==> src/rtl/seg7_scan_capture.sv <==
// seg7_scan_capture: rebuilds the four BCD digits shown on a multiplexed 7-segment scan,
// flagging illegal segment patterns and a stalled scan.
module seg7_scan_capture #(
    parameter int STABLE_CYCLES  = 4,
    parameter int TIMEOUT_CYCLES = 1024
) (
    input  logic        Clock,
    input  logic        Aclr,
    input  logic [6:0]  seg,
    input  logic [3:0]  dig_n,
    output logic [15:0] bcd,
    output logic [3:0]  digit_valid,
    output logic [3:0]  blank,
    output logic        frame_strobe,
    output logic        seg_err,
    output logic [7:0]  err_count,
    output logic        stale
);
    typedef enum logic [1:0] {IDLE, TRACK, HOLD} state_t;

    logic [6:0]  seg_m_q, seg_s_q, pat_q, pat_d;
    logic [3:0]  dig_m_q, dig_s_q;
    state_t      state_q, state_d;
    logic [1:0]  k_q, k_d, k_s;
    logic [7:0]  cnt_q, cnt_d, err_count_q, err_count_d;
    logic [15:0] to_q, to_d, bcd_q, bcd_d;
    logic [3:0]  valid_q, valid_d, blank_q, blank_d, mask_q, mask_d, mask_m, bit_k, dec_val;
    logic        strobe_q, strobe_d, seg_err_q, seg_err_d, stale_q, stale_d;
    logic        sel_ok, same, cap, ok, expire, dec_ok, dec_blank;

    always_comb begin
        dec_val   = 4'hF;
        dec_ok    = 1'b1;
        dec_blank = 1'b0;
        case (pat_q)
            7'b1111110: dec_val = 4'd0;
            7'b0110000: dec_val = 4'd1;
            7'b1101101: dec_val = 4'd2;
            7'b1111001: dec_val = 4'd3;
            7'b0110011: dec_val = 4'd4;
            7'b1011011: dec_val = 4'd5;
            7'b0011111: dec_val = 4'd6;
            7'b1110000: dec_val = 4'd7;
            7'b1111111: dec_val = 4'd8;
            7'b1110011: dec_val = 4'd9;
            7'b0000000: dec_blank = 1'b1;
            default:    dec_ok = 1'b0;
        endcase
    end

    always_comb begin
        sel_ok  = $onehot(~dig_s_q);
        k_s     = !dig_s_q[0] ? 2'd0 : !dig_s_q[1] ? 2'd1 : !dig_s_q[2] ? 2'd2 : 2'd3;
        same    = sel_ok && k_s == k_q && seg_s_q == pat_q;
        cap     = state_q == TRACK && cnt_q == 8'(STABLE_CYCLES);
        state_d = state_q;
        k_d     = k_q;
        pat_d   = pat_q;
        cnt_d   = cnt_q;
        // Capture uses the latched sample; HOLD re-arms only on a change.
        if (cap)
            state_d = HOLD;
        else if (state_q == TRACK && same)
            cnt_d = cnt_q + 8'd1;
        else if (!(state_q == HOLD && same)) begin
            state_d = sel_ok ? TRACK : IDLE;
            k_d     = k_s;
            pat_d   = seg_s_q;
            cnt_d   = 8'd1;
        end
        ok          = cap && dec_ok;
        bit_k       = 4'b0001 << k_q;
        bcd_d       = bcd_q;
        if (ok)
            bcd_d[{k_q, 2'b00} +: 4] = dec_val;
        to_d        = ok ? 16'd0 : to_q == 16'(TIMEOUT_CYCLES) ? to_q : to_q + 16'd1;
        expire      = !ok && to_d == 16'(TIMEOUT_CYCLES);
        mask_m      = mask_q | (ok ? bit_k : 4'b0000);
        strobe_d    = mask_m == 4'hF;
        mask_d      = (expire || strobe_d) ? 4'b0000 : mask_m;
        valid_d     = expire ? 4'b0000 : valid_q | (ok ? bit_k : 4'b0000);
        blank_d     = expire ? 4'b0000 : ok ? (blank_q & ~bit_k) | (dec_blank ? bit_k : 4'b0000) : blank_q;
        stale_d     = ok ? 1'b0 : expire ? 1'b1 : stale_q;
        seg_err_d   = cap && !dec_ok;
        err_count_d = err_count_q + {7'd0, seg_err_d && err_count_q != 8'hFF};
    end

    always_ff @(posedge Clock or negedge Aclr) begin
        if (!Aclr) begin
            seg_m_q     <= '0;
            seg_s_q     <= '0;
            dig_m_q     <= '0;
            dig_s_q     <= '0;
            state_q     <= IDLE;
            k_q         <= '0;
            pat_q       <= '0;
            cnt_q       <= '0;
            to_q        <= '0;
            bcd_q       <= '0;
            valid_q     <= '0;
            blank_q     <= '0;
            mask_q      <= '0;
            strobe_q    <= 1'b0;
            seg_err_q   <= 1'b0;
            err_count_q <= '0;
            stale_q     <= 1'b0;
        end else begin
            seg_m_q     <= seg;
            seg_s_q     <= seg_m_q;
            dig_m_q     <= dig_n;
            dig_s_q     <= dig_m_q;
            state_q     <= state_d;
            k_q         <= k_d;
            pat_q       <= pat_d;
            cnt_q       <= cnt_d;
            to_q        <= to_d;
            bcd_q       <= bcd_d;
            valid_q     <= valid_d;
            blank_q     <= blank_d;
            mask_q      <= mask_d;
            strobe_q    <= strobe_d;
            seg_err_q   <= seg_err_d;
            err_count_q <= err_count_d;
            stale_q     <= stale_d;
        end
    end

    assign bcd          = bcd_q;
    assign digit_valid  = valid_q;
    assign blank        = blank_q;
    assign frame_strobe = strobe_q;
    assign seg_err      = seg_err_q;
    assign err_count    = err_count_q;
    assign stale        = stale_q;
endmodule

==> config.mk <==
export PLATFORM = sky130hd
export DESIGN_NAME = seg7_scan_capture
export DESIGN_NICKNAME = d
export VERILOG_FILES = /design/src/rtl/seg7_scan_capture.sv
export SDC_FILE = /design/constraint.sdc
export NUM_CORES = 1
export LEC_CHECK = 0
export CORE_ASPECT_RATIO = 0.8
export CORE_MARGIN = 4
export CORE_UTILIZATION = 50
export CTS_BUF_LIST = sky130_fd_sc_hd__clkbuf_4 sky130_fd_sc_hd__clkbuf_8 sky130_fd_sc_hd__clkbuf_16
export DETAILED_ROUTE_END_ITERATION = 8
export PLACE_DENSITY_LB_ADDON = 0.3
export SLEW_MARGIN = 25
export SYNTH_ARGS = -nofsm -noshare
export SYNTH_HDL_FRONTEND = slang
export SYNTH_SLANG_ARGS = --single-unit
==> constraint.sdc <==
create_clock -name Clock -period 6.1 [get_ports Clock]
set_input_delay 0.915 -clock Clock [delete_from_list [all_inputs] [get_ports Clock]]
set_output_delay 0.915 -clock Clock [all_outputs]
set_load 0.03 [all_outputs]
# --- Word-level counts from Yosys, hierarchy flattened ---
# Cells that the tools add are included.
word_totals:
  elab_cells: 100
  input_bits: 13
  output_inout_bits: 35
  regBits: 96
classes:
  mux: 23
  bitwise: 9
  shifts: 3
  n_addsub: 7
  eq_ne: 23
  n_reduce_logical: 18
ops:
  columns: ["op", "count"]
  rows:
  - ["equality test 7 bit (second input constant)", 7]
  - ["case mux 4 bit (10 select lines)", 1]
  - ["equality test 16 x 11 -> 1 bit (second input constant)", 2]
  - ["2-to-1 mux 16 bit", 2]
  - ["2-to-1 mux 4 bit", 6]
  - ["adder 16 x 1 -> 16 bit (second input constant)", 1]
  - ["bitwise mux 16 bit", 1]
  - ["2-to-1 mux 8 bit", 2]
  - ["variable shift 4 x 6 -> 16 bit (first input constant)", 1]
  - ["indexed part select 4 x 6 -> 16 bit", 1]
  - ["equality test 7 x 6 -> 1 bit (second input constant)", 2]
  - ["bitwise OR 4 bit", 3]
  - ["OR reduction 11 bit", 1]
  - ["2-to-1 mux 2 bit", 5]
  - ["logical AND 1 bit", 9]
  - ["adder 8 x 1 -> 8 bit", 1]
  - ["adder 8 x 1 -> 8 bit (second input constant)", 1]
  - ["equality test 8 x 3 -> 1 bit (second input constant)", 1]
  - ["inequality test 8 bit (second input constant)", 1]
  - ["NOT 4 bit", 2]
  - ["equality test 7 x 5 -> 1 bit (second input constant)", 1]
  - ["equality test 7 bit", 1]
  - ["zero test 7 bit", 1]
  - ["2-to-1 mux 1 bit", 6]
  - ["other kinds (17)", 24]

# --- Longest topological paths before layout ---
depth:
  depth_word: 10
  depth_mapped: 11
  ltp_nobuf: 10

# --- Least setup slack after synthesis ---
# No wires, ideal clock.
synth_path:
  path_kind: "register to register"
  startpoint: "register dig_s_q[0]"
  endpoint: "register pat_q[1]"
  n_path_buf: 1
  t_required_ns: 5.975
  setup_ns: 0.125
  arrival_time_ns: 3.317
  synth_period_minus_slack_ns: 3.442
  path_stages_with_launch: 11
  setup_slack_ns: 2.658
  path_cell_list: "dfrtp_1 > fa_1 > inv_1 > ha_1 > ha_1 > or3b_2 > nor4_1 > o2111ai_1 > o21ai_0 > buf_2 > mux2_2"
synth_via:
  elab_chain_cells: 9
synth_lines:
  columns: ["element", "line", "rtl"]
  rows:
  - ["from (decl)", "22", "logic [3:0] dig_m_q, dig_s_q;"]
  - ["from (signal assigned)", "111", "dig_s_q <= dig_m_q;"]
  - ["NOT 4 bit", "52", "sel_ok = $onehot(~dig_s_q);"]
  - ["adder 1 x 1 -> 2 bit (not written as such)", "52", null]
  - ["adder 2 x 2 -> 3 bit (not written as such)", "52", null]
  - ["equality test 3 x 1 -> 1 bit", "52", null]
  - ["logical AND 1 bit (*) (2 in a row)", "54", "same = sel_ok && k_s == k_q && seg_s_q == pat_q;"]
  - ["logical AND 1 bit (on tied branches)", "65, 63", null]
  - ["NOT 1 bit (no line)", null, null]
  - ["AND reduction 3 bit (no line) (*)", null, null]
  - ["to (signal assigned)", "114", "pat_q <= pat_d;"]
  - ["to (decl)", "21", "logic [6:0] seg_m_q, seg_s_q, pat_q, pat_d;"]
# Mark *: on every way between the ends. The rest lies on a longest branch, timed or not.
# A chain may end at the register's enable or synchronous reset.

# --- Final worst setup path ---
layout_path:
  startpoint: "register dig_s_q[0]"
  endpoint: "register cnt_q[7]"
layout_via:
  elab_chain_cells: 9
layout_lines:
  columns: ["element", "line", "rtl"]
  rows:
  - ["NOT 4 bit", "52", null]
  - ["adder 1 x 1 -> 2 bit (not written as such)", "52", null]
  - ["adder 2 x 2 -> 3 bit (not written as such)", "52", null]
  - ["equality test 3 x 1 -> 1 bit", "52", null]
  - ["logical AND 1 bit (*) (2 in a row)", "54", null]
  - ["logical AND 1 bit (on tied branches)", "63, 65", null]
  - ["inequality test 2 bit (no line)", null, null]
  - ["AND reduction 2 bit (no line)", null, null]
  - ["to (signal assigned)", "115", "cnt_q <= cnt_d;"]
  - ["to (decl)", "25", "logic [7:0] cnt_q, cnt_d, err_count_q, err_count_d;"]
# Marked as above.

==> results by group <==
Synth
  • EDFF count, synth: 0
  • Synth cell types: 53
  • Top FF cell, synth: dfrtp_1
  • Synth warn: 0
  • Post-synthesis cell area: 0.00469 mm^2
  • Syn_nets: 476
  • Sequential element share of the synthesized area: 0.513
  • Post-synth ARST share: 1.00
  • Mean Syn Cell Area: 10.5 um^2
  • Yosys reg bits: 96
  • Synth Instances: 448

Placement
  • DP Area: 0.00523 mm^2
  • # port buffers: 47
  • Hpwl dp: 6620 um
  • Pre-CTS setup slack: 2.42 ns
  • GP Congestion: 0.868

Routing
  • DRT Pass-1 Iters: 5
  • WL/cell: 15.5 um
  • Iteration-0 DRC Markers: 186
  • Top Metal Used: met4
  • WL met1: 4520 um
  • # DRC: 0
  • Vias per Instance: 5.61
  • Vias post-DR: 3404
  • Met3 wire length: 669 um
  • Met2 routed WL: 4090 um
  • Final ANT Viol Nets: 0
  • Drt total wl: 9410 um

Clock tree
  • Worst-Skew Late Latency: 0.35 ns
  • TritonCTS clock tree: built
  • Post-CTS Resized: 0
  • CTS sink count: 96
  • Clock Path Buffers: 2
  • Post-CTS Setup Repair Bufs: 0
  • Num CTS Buffers: 9
  • Worst-path clk slew: 0.06 ns
  • H-tree depth: 3
  • Hold-fix buffers at CTS: 0
  • CTS root buf: clkbuf_16

Timing
  • Final WS setup: 2.45 ns
  • RSZ-0062 raised after global routing: no
  • Final hold violations: 0
  • Final Slew Violations: 0
  • Fin Clk Skew: 0.0124 ns
  • Period utilisation layout: 0.598
  • Fmax: 274 MHz
  • Setup tns final: 0 ns
  • Final setup viols: 0
  • Slew of the pin with the lowest slew margin: 0.894 ns
  • Slew HR: 0.399
  • Fin crit period: 3.65 ns

Global routing
  • First-pass GRT wire length: 15800 um
  • Initial antenna violation count: 0
  • Vias in the first global route: 3199
  • Largest net degree at the start of global routing: 69
  • GRT Total Usage: 0.184
  • Overflow left after global routing: 0

Die
  • Die W: 116 um
  • Rows: 31
  • Die height: 94.6 um
  • Core area: 0.00911 mm^2
  • Die area: 0.0110 mm^2
  • Top-level port count: 48
  • Initial Utilization: 0.514

Power
  • VDD IR max: 0.000192 V
  • P_sw: 285 uW
  • Clock network fraction of total power: 0.463
  • Pwr Total: 1360 uW
  • Sequential share of power: 0.486
  • Comb pwr share: 0.051
  • Switching power share of the total: 0.209
  • Pwr dens: 245 mW/mm^2
  • P_int: 1080 uW
  • Leakage Power: 0.00242 uW

Critical path
  • Slowest stage delay, CP: 0.61 ns
  • Worst Setup End Kind: flip-flop
  • Worst-path maximum fanout: 10
  • Required @ worst endpoint: 6.35 ns
  • Startpoint Class: flip-flop
  • Worst Path Arrival: 3.90 ns
  • CP startpoint: dig_s_q[0]
  • Most used cell, CP: ha_1
  • Kind of critical path: reg -> reg
  • Reg2Reg Launch Point: dig_s_q[0]
  • Cell breakdown of the critical path: fa_1 > inv_1 > ha_1 > ha_1 > or3b_2 > nor4_1 > o2111ai_1 > o21ai_1 > o21ai_0 > a21boi_0
  • Slowest CP cell: o21ai_1

Layout
  • FILL cells: 751
  • Final #Nets: 515
  • Final core occ: 0.612
  • Multi-input combinational cell area: 0.00214 mm^2
  • Final Cell Area: 0.00558 mm^2
  • Register area: 0.00240 mm^2
  • Syn-to-layout area delta: 19.0%
  • Diode count: 0
  • Layout cell share with drive strength beyond 1: 0.106

Status
  • Status: completed

Min path
  • Min-delay worst type: reg -> reg
  • HP Start: dig_m_q[0]

Run
  • Max Cap Viol: 0
## cell usage in the layout, fill, tap and decap left out, types with 3 or more instances in the layout
master and instances:
dfrtp_1 96, nor2_1 48, clkdlybuf4s50_1 46, mux2_2 24
nand2_1 23, nand3_1 21, xnor2_1 20, inv_1 18
nor3_1 17, a21oi_1 15, xor2_1 15, o21ai_0 14
ha_1 14, clkbuf_16 9, nand4_1 8, nor4_1 8
and3_1 7, or3_1 6, nand3b_1 5, nand2b_1 5
a22oi_1 5, o32ai_1 4, or4_1 3, or3b_2 3
nor2b_1 3, and2_1 3, and4_1 3, nor3b_1 3
o211ai_1 3, a31oi_1 3, a2bb2oi_1 3, o21a_1 3
clkbuf_8 3, buf_4 3
## layer usage
| layer | track usage | vias to the layer above |
|---|---|---|
| met3 | 0.0641 | 11 |
| met5 | 0 | - |
| met2 | 0.262 | 104 |
| li1 | - | 1671 |
| met1 | 0.266 | 1618 |
| met4 | 0.0522 | 0 |
## final cells by class
cell class / instances / share of cell area
Tap cell: 115 / 0.0258
Clock inverter: 2 / 0.0108
Sequential cell: 96 / 0.431
Timing Repair Buffer: 49 / 0.0866
Clock buffer: 14 / 0.0505
Multi-Input combinational cell: 313 / 0.384
Inverter: 18 / 0.0121
## power groups by stage
stage | sequential, uW | clock, uW | combinational [uW]
after floorplan | 666 | 0 | 46.5
after global placement | 673 | 0 | 69.4
after detailed placement | 674 | 0 | 70.6
after CTS | 663 | 647 | 71.5
after global routing | 664 | 674 | 80.9
final | 663 | 632 | 69.8
## flip-flops by register name, summed over array words and instances, names as in the netlist, 4 cells and up
signal       count
bcd             16
seg_m_q          7
digit_valid      4
to_q            16
blank            4
cnt_q            8
pat_q            7
err_count        8
seg_s_q          7
dig_m_q          4
mask_q           4
dig_s_q          4
## metrics by stage
step | hold slack (ns) | cells
2_1_floorplan | 0.331 | 448
3_3_place_gp | 0.334 | 591
3_5_place_dp | 0.336 | 591
4_1_cts | 0.346 | 607
5_1_grt | 0.354 | 607
6_report | 0.347 | 607
## cell families after synthesis
| kind of cell | synth area share |
|---|---|
| AO/OA/AOI/OAI | 0.0921 |
| XOR/XNOR | 0.0654 |
| adder cells (fa/ha/maj) | 0.0416 |
| buffers and inverters | 0.0328 |
| flip-flops | 0.513 |
| multiplexers | 0.0598 |
| AND/OR/NAND/NOR | 0.196 |
## Yosys cell counts (2+ instances only)
| cell | n | share of area |
|---|---|---|
| o21ai_0 | 14 | 0.015 |
| nor4b_1 | 2 | 0.0037 |
| nor4_1 | 8 | 0.011 |
| o211ai_1 | 3 | 0.0048 |
| a22oi_1 | 5 | 0.0080 |
| or3b_2 | 3 | 0.0056 |
| nor3b_1 | 3 | 0.0048 |
| xor2_1 | 15 | 0.028 |
| buf_2 | 6 | 0.0064 |
| nor2_1 | 48 | 0.038 |
| mux2_2 | 24 | 0.058 |
| or4_1 | 3 | 0.0048 |
| a21oi_1 | 15 | 0.016 |
| nand4_1 | 8 | 0.011 |
| clkbuf_1 | 14 | 0.011 |
| nand3b_1 | 5 | 0.0080 |
| nand2_1 | 23 | 0.018 |
| o2111ai_1 | 2 | 0.0037 |
| ha_1 | 14 | 0.037 |
| and2_1 | 3 | 0.0040 |
| a31oi_1 | 3 | 0.0040 |
| or3_1 | 6 | 0.0080 |
| a2bb2oi_1 | 3 | 0.0056 |
| xnor2_1 | 20 | 0.037 |
| o21a_1 | 3 | 0.0048 |
| nor2b_1 | 3 | 0.0040 |
| and3_1 | 7 | 0.0093 |
| and4_1 | 3 | 0.0056 |
| o32ai_1 | 4 | 0.0075 |
| nand3_1 | 21 | 0.022 |
| nor3_1 | 17 | 0.018 |
| or4b_2 | 2 | 0.0043 |
| dfrtp_1 | 96 | 0.51 |
| o31ai_1 | 2 | 0.0032 |
| nand2b_1 | 5 | 0.0067 |
| inv_1 | 18 | 0.014 |
## path summary, 6_finish.rpt
check	end	slack (ns)	cells past startpoint
max in group asynchronous	to_q[8]	4.49	2
worst min register to register	dig_s_q[0]	0.35	0
worst max-delay path	cnt_q[7]	2.45	10
min in group asynchronous	blank[2]	0.48	1
worst min-delay path	dig_s_q[0]	0.35	0
worst max register to register	cnt_q[7]	2.45	10
## critical path: cells and delay by family (launching register included)
| family | cells | cell delay [ns] |
|---|---|---|
| buffers and inverters | 1 | 0.04 |
| and+or+nand+nor | 2 | 0.78 |
| DFF | 1 | 0.44 |
| AOI/OAI and AO/OA | 4 | 1.31 |
| adders and majority gates | 3 | 0.98 |
No activity file was read; power rests on OpenSTA's default activity.
